==> config.mk <==
export PLATFORM = sky130hd
export DESIGN_NAME = ex_muldiv
export DESIGN_NICKNAME = d
export VERILOG_FILES = /design/src/rtl/ex_muldiv_pkg.sv /design/src/rtl/ex_muldiv_div_iter.sv /design/src/rtl/ex_muldiv.sv
export SDC_FILE = /design/constraint.sdc
export NUM_CORES = 2
export LEC_CHECK = 0
export CAP_MARGIN = 20
export CORE_ASPECT_RATIO = 0.6
export CORE_MARGIN = 4
export CORE_UTILIZATION = 30
export CTS_CLUSTER_SIZE = 10
export DETAILED_ROUTE_END_ITERATION = 12
export GPL_ROUTABILITY_DRIVEN = 0
export GPL_TIMING_DRIVEN = 1
export SLEW_MARGIN = 20
export SYNTH_ARGS = -nofsm -noshare
export SYNTH_HDL_FRONTEND = slang
export SYNTH_HIERARCHICAL = 1
export SYNTH_SLANG_ARGS = --single-unit
export TNS_END_PERCENT = 50
==> constraint.sdc <==
create_clock -name clk -period 16.98 [get_ports clk]
set_input_delay 2.547 -clock clk [delete_from_list [all_inputs] [get_ports clk]]
set_output_delay 2.547 -clock clk [all_outputs]
set_load 0.005 [all_outputs]
==> src/rtl/ex_muldiv_pkg.sv <==
// Shared definitions for the execute-stage HI/LO arithmetic unit.
// Holds the default widths, the aluop codes the unit reacts to, the divide
// FSM state encoding and small op-classification helpers.
package ex_muldiv_pkg;

  localparam int DEF_WIDTH = 32;
  localparam int DEF_CNT_W = 6;

  // aluop codes shared with the decode stage
  localparam logic [7:0] EXE_NOP_OP   = 8'b0000_0000;
  localparam logic [7:0] EXE_MULT_OP  = 8'b0001_1000;
  localparam logic [7:0] EXE_MULTU_OP = 8'b0001_1001;
  localparam logic [7:0] EXE_DIV_OP   = 8'b0001_1010;
  localparam logic [7:0] EXE_DIVU_OP  = 8'b0001_1011;
  localparam logic [7:0] EXE_MADD_OP  = 8'b1010_0110;
  localparam logic [7:0] EXE_MADDU_OP = 8'b1010_1000;
  localparam logic [7:0] EXE_MSUB_OP  = 8'b1010_1010;
  localparam logic [7:0] EXE_MSUBU_OP = 8'b1010_1011;

  typedef enum logic [1:0] {
    DIV_FREE    = 2'b00,
    DIV_BY_ZERO = 2'b01,
    DIV_ON      = 2'b10,
    DIV_END     = 2'b11
  } div_state_e;

  function automatic logic is_div_op(input logic [7:0] op);
    return (op == EXE_DIV_OP) || (op == EXE_DIVU_OP);
  endfunction

  function automatic logic is_mac_op(input logic [7:0] op);
    return (op == EXE_MADD_OP) || (op == EXE_MADDU_OP) ||
           (op == EXE_MSUB_OP) || (op == EXE_MSUBU_OP);
  endfunction

  // ops whose operands are two's complement
  function automatic logic is_signed_op(input logic [7:0] op);
    return (op == EXE_MULT_OP) || (op == EXE_MADD_OP) ||
           (op == EXE_MSUB_OP) || (op == EXE_DIV_OP);
  endfunction

endpackage

==> src/rtl/ex_muldiv_div_iter.sv <==
// One radix-2 restoring divide step.
// Ports:
//   rem_i     partial remainder (always < divisor_i)
//   bit_i     next dividend bit, MSB first
//   divisor_i unsigned divisor
//   rem_o     partial remainder after this step
//   q_o       quotient bit produced by this step
module ex_muldiv_div_iter #(
  parameter int WIDTH = 32
) (
  input  logic [WIDTH-1:0] rem_i,
  input  logic             bit_i,
  input  logic [WIDTH-1:0] divisor_i,
  output logic [WIDTH-1:0] rem_o,
  output logic             q_o
);

  logic [WIDTH:0] trial;
  logic [WIDTH:0] diff;

  // trial < 2*divisor, so the extra MSB of diff is a clean borrow flag
  assign trial = {rem_i, bit_i};
  assign diff  = trial - {1'b0, divisor_i};
  assign q_o   = ~diff[WIDTH];
  assign rem_o = q_o ? diff[WIDTH-1:0] : trial[WIDTH-1:0];

endmodule

==> src/rtl/ex_muldiv.sv <==
// Execute-stage multi-cycle HI/LO unit: MULT(U), MADD(U), MSUB(U), DIV(U).
// Ports:
//   clk, rst (sync, active-high), flush (aborts any operation)
//   aluop_i, reg1_i, reg2_i  operation and operands from ID/EX
//   hi_i, lo_i               forwarded current HI/LO (MAC accumulate source)
//   hi_o, lo_o, whilo_o      HI/LO write towards EX/MEM
//   stallreq_o               stall request while an operation is in flight
//
// Divide FSM:
//   state       | meaning
//   DIV_FREE    | idle, waiting for a DIV/DIVU
//   DIV_BY_ZERO | divisor was zero, result forced to 0
//   DIV_ON      | one restoring step per cycle, WIDTH steps
//   DIV_END     | result presented for one cycle
module ex_muldiv
  import ex_muldiv_pkg::*;
#(
  parameter int WIDTH = DEF_WIDTH,
  parameter int CNT_W = DEF_CNT_W
) (
  input  logic             clk,
  input  logic             rst,
  input  logic             flush,
  input  logic [7:0]       aluop_i,
  input  logic [WIDTH-1:0] reg1_i,
  input  logic [WIDTH-1:0] reg2_i,
  input  logic [WIDTH-1:0] hi_i,
  input  logic [WIDTH-1:0] lo_i,
  output logic [WIDTH-1:0] hi_o,
  output logic [WIDTH-1:0] lo_o,
  output logic             whilo_o,
  output logic             stallreq_o
);

  localparam logic [CNT_W-1:0] LAST_CNT = CNT_W'(WIDTH - 1);

  div_state_e         state_q, state_d;
  logic [CNT_W-1:0]   cnt_q, cnt_d;
  logic               phase_q, phase_d;
  logic [2*WIDTH-1:0] mac_tmp_q, mac_tmp_d;
  logic [WIDTH-1:0]   rem_q, rem_d;
  logic [WIDTH-1:0]   dq_q, dq_d;        // dividend shifts out as quotient shifts in
  logic [WIDTH-1:0]   divisor_q, divisor_d;
  logic               quot_neg_q, quot_neg_d;
  logic               rem_neg_q, rem_neg_d;

  logic               op_signed, op_div;
  logic [WIDTH-1:0]   abs_a, abs_b;
  logic [2*WIDTH-1:0] prod_abs, product;
  logic [WIDTH-1:0]   iter_rem;
  logic               iter_q;

  assign op_signed = is_signed_op(aluop_i);
  assign op_div    = is_div_op(aluop_i);
  assign abs_a     = (op_signed && reg1_i[WIDTH-1]) ? -reg1_i : reg1_i;
  assign abs_b     = (op_signed && reg2_i[WIDTH-1]) ? -reg2_i : reg2_i;
  assign prod_abs  = (2*WIDTH)'(abs_a) * (2*WIDTH)'(abs_b);
  assign product   = (op_signed && (reg1_i[WIDTH-1] ^ reg2_i[WIDTH-1])) ? -prod_abs : prod_abs;

  ex_muldiv_div_iter #(.WIDTH(WIDTH)) u_div_iter (
    .rem_i     (rem_q),
    .bit_i     (dq_q[WIDTH-1]),
    .divisor_i (divisor_q),
    .rem_o     (iter_rem),
    .q_o       (iter_q)
  );

  always_comb begin
    state_d    = state_q;
    cnt_d      = cnt_q;
    phase_d    = 1'b0;
    mac_tmp_d  = mac_tmp_q;
    rem_d      = rem_q;
    dq_d       = dq_q;
    divisor_d  = divisor_q;
    quot_neg_d = quot_neg_q;
    rem_neg_d  = rem_neg_q;
    hi_o       = '0;
    lo_o       = '0;
    whilo_o    = 1'b0;
    stallreq_o = 1'b0;

    if ((aluop_i == EXE_MULT_OP) || (aluop_i == EXE_MULTU_OP)) begin
      {hi_o, lo_o} = product;
      whilo_o      = 1'b1;
    end else if (is_mac_op(aluop_i)) begin
      if (!phase_q) begin
        mac_tmp_d  = product;
        phase_d    = 1'b1;
        stallreq_o = 1'b1;
      end else begin
        if ((aluop_i == EXE_MSUB_OP) || (aluop_i == EXE_MSUBU_OP))
          {hi_o, lo_o} = {hi_i, lo_i} - mac_tmp_q;
        else
          {hi_o, lo_o} = {hi_i, lo_i} + mac_tmp_q;
        whilo_o = 1'b1;
      end
    end

    case (state_q)
      DIV_FREE: begin
        if (op_div) begin
          stallreq_o = 1'b1;
          cnt_d      = '0;
          if (reg2_i == '0) begin
            state_d = DIV_BY_ZERO;
          end else begin
            state_d    = DIV_ON;
            rem_d      = '0;
            dq_d       = abs_a;
            divisor_d  = abs_b;
            quot_neg_d = op_signed && (reg1_i[WIDTH-1] ^ reg2_i[WIDTH-1]);
            rem_neg_d  = op_signed && reg1_i[WIDTH-1];
          end
        end
      end
      DIV_BY_ZERO: begin
        if (!op_div) begin
          state_d = DIV_FREE;
        end else begin
          stallreq_o = 1'b1;
          rem_d      = '0;
          dq_d       = '0;
          quot_neg_d = 1'b0;
          rem_neg_d  = 1'b0;
          state_d    = DIV_END;
        end
      end
      DIV_ON: begin
        if (!op_div) begin
          state_d = DIV_FREE;
        end else begin
          stallreq_o = 1'b1;
          rem_d      = iter_rem;
          dq_d       = {dq_q[WIDTH-2:0], iter_q};
          cnt_d      = cnt_q + 1'b1;
          if (cnt_q == LAST_CNT) state_d = DIV_END;
        end
      end
      DIV_END: begin
        state_d = DIV_FREE;
        if (op_div) begin
          whilo_o = 1'b1;
          lo_o    = quot_neg_q ? -dq_q : dq_q;
          hi_o    = rem_neg_q ? -rem_q : rem_q;
        end
      end
      default: state_d = DIV_FREE;
    endcase

    // an operation being discarded must not stall or write in its last cycle
    if (rst || flush) begin
      hi_o       = '0;
      lo_o       = '0;
      whilo_o    = 1'b0;
      stallreq_o = 1'b0;
    end
  end

  always_ff @(posedge clk) begin
    if (rst || flush) begin
      state_q    <= DIV_FREE;
      cnt_q      <= '0;
      phase_q    <= 1'b0;
      mac_tmp_q  <= '0;
      rem_q      <= '0;
      dq_q       <= '0;
      divisor_q  <= '0;
      quot_neg_q <= 1'b0;
      rem_neg_q  <= 1'b0;
    end else begin
      state_q    <= state_d;
      cnt_q      <= cnt_d;
      phase_q    <= phase_d;
      mac_tmp_q  <= mac_tmp_d;
      rem_q      <= rem_d;
      dq_q       <= dq_d;
      divisor_q  <= divisor_d;
      quot_neg_q <= quot_neg_d;
      rem_neg_q  <= rem_neg_d;
    end
  end

endmodule

==> run summary <==
Status -> completed
Post-Synth Simple-Gate Area -> 0.190
Starting Density -> 0.302
Complex-gate fraction of the synthesized area -> 0.152
Tcrit/Tclk final -> 0.991
Vias in the first global route -> 53.4k
Worst Skew -> 0.0232 ns
Top delay family on crit path -> adder cells
Worst Path Class, Setup -> input pin to output pin
CP bufs+invs -> 12
Min-Delay Path Class -> flip-flop to flip-flop
Distinct cell type count after synthesis -> 116
Gr ovfl total -> 0
Setup Viol. Count Final -> 0
EDFF count, synth -> 0
CP Launch Point -> reg2_i[11]
Initial antenna violation count -> 9
First DRT Iteration DRCs -> 7400
Reg-to-Reg Start -> dq_q[31]$_SDFFE_PN0P_
Largest net degree at the start of global routing -> 87
H-Tree Depth -> 4
Post-route DRC -> 0
Fin. Hold Viols -> 0
Setup WS post-layout -> 0.158 ns
Critical path's largest stage delay -> 0.57 ns
Sequential area share after synthesis -> 0.0624
Clock sinks -> 171
Clock Pin Slew Worst Setup and Hold Paths -> 0.07 ns
CTS max path bufs -> 2
Layout area overhead -> 19.6%
Post-DP HPWL -> 193000 um
Total CTS buffers -> 17
Via density -> 5.57
Port Buf Inserts -> 204
Top_reg_cell synth -> dfxtp_1
Avg WL per Cell -> 23.8 um
1st-pass router iterations -> 6
Inst Count DP -> 9748
Placed cell areas -> 0.0637 mm2
Slowest-stage cell, CP -> fa_1
Ratio of cells with drive above 1 in the final layout -> 0.126
Core area -> 0.182 mm2
Asr flop ratio synth -> 0
DRT antenna net count -> 0
Post-synthesis cell count -> 6973
Syn Area/Cell -> 7.86 um2
Synth Area in Adders -> 0.427
First-pass GRT wire length -> 346000 um
Tmin final -> 16.82 ns
Most frequent cells in the layout -> inv_1 (1044), nor2_1 (1036), fa_1 (891), nand2_1 (699), buf_4 (530)
Largest family of logic cells by synthesized area -> adder cells
Yosys reg bits -> 171
Reg2reg setup slack -> 12.76 ns
Row count -> 121
Nets -> 8868
CTS root buf -> clkbuf_16
Commonest non-fill, non-tap cell in the layout -> inv_1
Fin cells -> 9816
Xor/xnor share of the synthesized area -> 0.0581
Most used cell, CP -> fa_1
Die height -> 339 um
Die extent in x -> 560 um
Synth Net Count -> 8444
RSZ-0062 raised after global routing -> yes
Final Max Tran Viols -> 0
Worst rel slew slack -> 0.257
CP Launch Type -> input pin
Mapped Area -> 0.0548 mm2
Max_cap viols -> 0
Data required time of the critical path -> 14.43 ns
Final Cell Area -> 0.0656 mm2
Setup Slack @ Placement -> -0.356 ns
YS warnings -> 6
Worst skew pair latency -> 0.50 ns
Via count -> 54.7k
Worst EP arrival -> 14.28 ns
Mux cell area share after synthesis -> 0.0106
Hold_sp -> mac_tmp_q[4]$_SDFFE_PN0P_
Routed WL -> 233000 um
Die ar. -> 0.190 mm2
Critical path peak fanout -> 6
I/O pin cnt -> 205
CTS tree -> yes
Setup TNS -> 0 ns
Tightest Pin Transition -> 1.11 ns
Tot GR Track Use -> 0.238
CP endpoint kind -> output pin
Highest Clock Rate -> 59.4 MHz
==> routing by layer <==
layer	GRT usage	vias to the layer above	wire (um)
met2	0.318	3706	88500
met4	0.0511	9	6420
met3	0.101	406	37000
met5	0.00975	-	268
li1	-	23500	-
met1	0.350	27000	101000
==> area by class of cell <==
cell class	count	area, um2
timing repair buffer	794	7150
tap	2398	3000
multi-input combinational	5367	47500
inverter	1046	3930
fill	18500	116000
antenna	9	22.5
clock buffer	17	425
sequential	171	3420
clock inverter	14	158
==> per-stage QoR <==
step | utilization | hold WS (ns)
after global placement | 0.351 | 0.461
after CTS | 0.355 | 0.483
after floorplan | - | 0.449
after detailed placement | 0.351 | 0.473
final | 0.361 | 0.484
after global routing | 0.361 | 0.512
==> worst paths after layout <==
kind	depth (start not counted)	endpoint
max	41	hi_o[18]
min reg2reg	2	mac_tmp_q[4]$_SDFFE_PN0P_
min	2	mac_tmp_q[4]$_SDFFE_PN0P_
max reg2reg	15	rem_q[24]$_SDFFE_PN0P_
==> worst reg2reg max path, stage by stage (launching register included) <==
cell	delay, ns
dfxtp_1	0.57
inv_1	0.09
ha_1	0.24
fa_1	0.40
and2b_2	0.25
o2111ai_2	0.13
a21oi_2	0.23
o2111ai_1	0.26
a211oi_2	0.36
nor2_4	0.11
mux2i_4	0.42
and2_4	0.36
inv_8	0.15
mux2_4	0.33
nand3_1	0.08
a21oi_1	0.09
==> repair_timing <==
| item | CTS | global route |
|---|---|---|
| hold buffers | 0 | 0 |
| pin swaps | 4 | 37 |
| buffers inserted | 3 | 24 |
| setup endpoints to repair | 21 | 33 |
| cloned | 0 | 1 |
| resized for setup | 32 | 186 |
==> cell usage after synthesis, types with 20 or more instances <==
cell type,instances,area [um2]
inv_1,1045,3920
nor2_1,1043,3920
fa_1,899,18000
nand2_1,710,2670
ha_1,433,5420
a21oi_1,377,1890
clkbuf_1,350,1310
xnor2_1,213,1870
o21ai_0,203,1020
dfxtp_1,171,3420
xor2_1,149,1310
nand3_1,126,631
a211oi_1,109,818
nor3_1,96,480
o31ai_1,70,526
nand4_1,69,432
a21o_1,67,503
o21bai_1,49,368
or3_1,45,282
a31oi_1,44,275
nor4_1,43,269
a311oi_1,42,368
o21a_1,37,278
nand2b_1,36,225
and2_1,35,219
and3_1,33,206
nor2b_1,31,194
or4_1,29,218
a222oi_1,26,260
o22ai_1,25,156
or2_2,21,131
o41ai_1,20,175
==> cell families (layout without fill, tap and decap cells) <==
family                   after synthesis  count (layout)
other                                  0               9
XOR/XNOR                             363             363
AND/OR/NAND/NOR                     2377            2377
buffers and inverters               1435            1871
AO/OA/AOI/OAI                       1249            1249
adder cells (fa/ha/maj)             1332            1332
multiplexers                          46              46
flip-flops                           171             171
==> registers in the layout (all words and copies together), names as in the netlist <==
name,cells
quot_neg_q,1
cnt_q,6
mac_tmp_q,64
divisor_q,32
dq_q,32
state_q,2
rem_neg_q,1
rem_q,32
phase_q,1
Power is left out: the tool's default activity adds up to more than one toggle a clock period on the data nets, which glitch-free logic cannot reach.
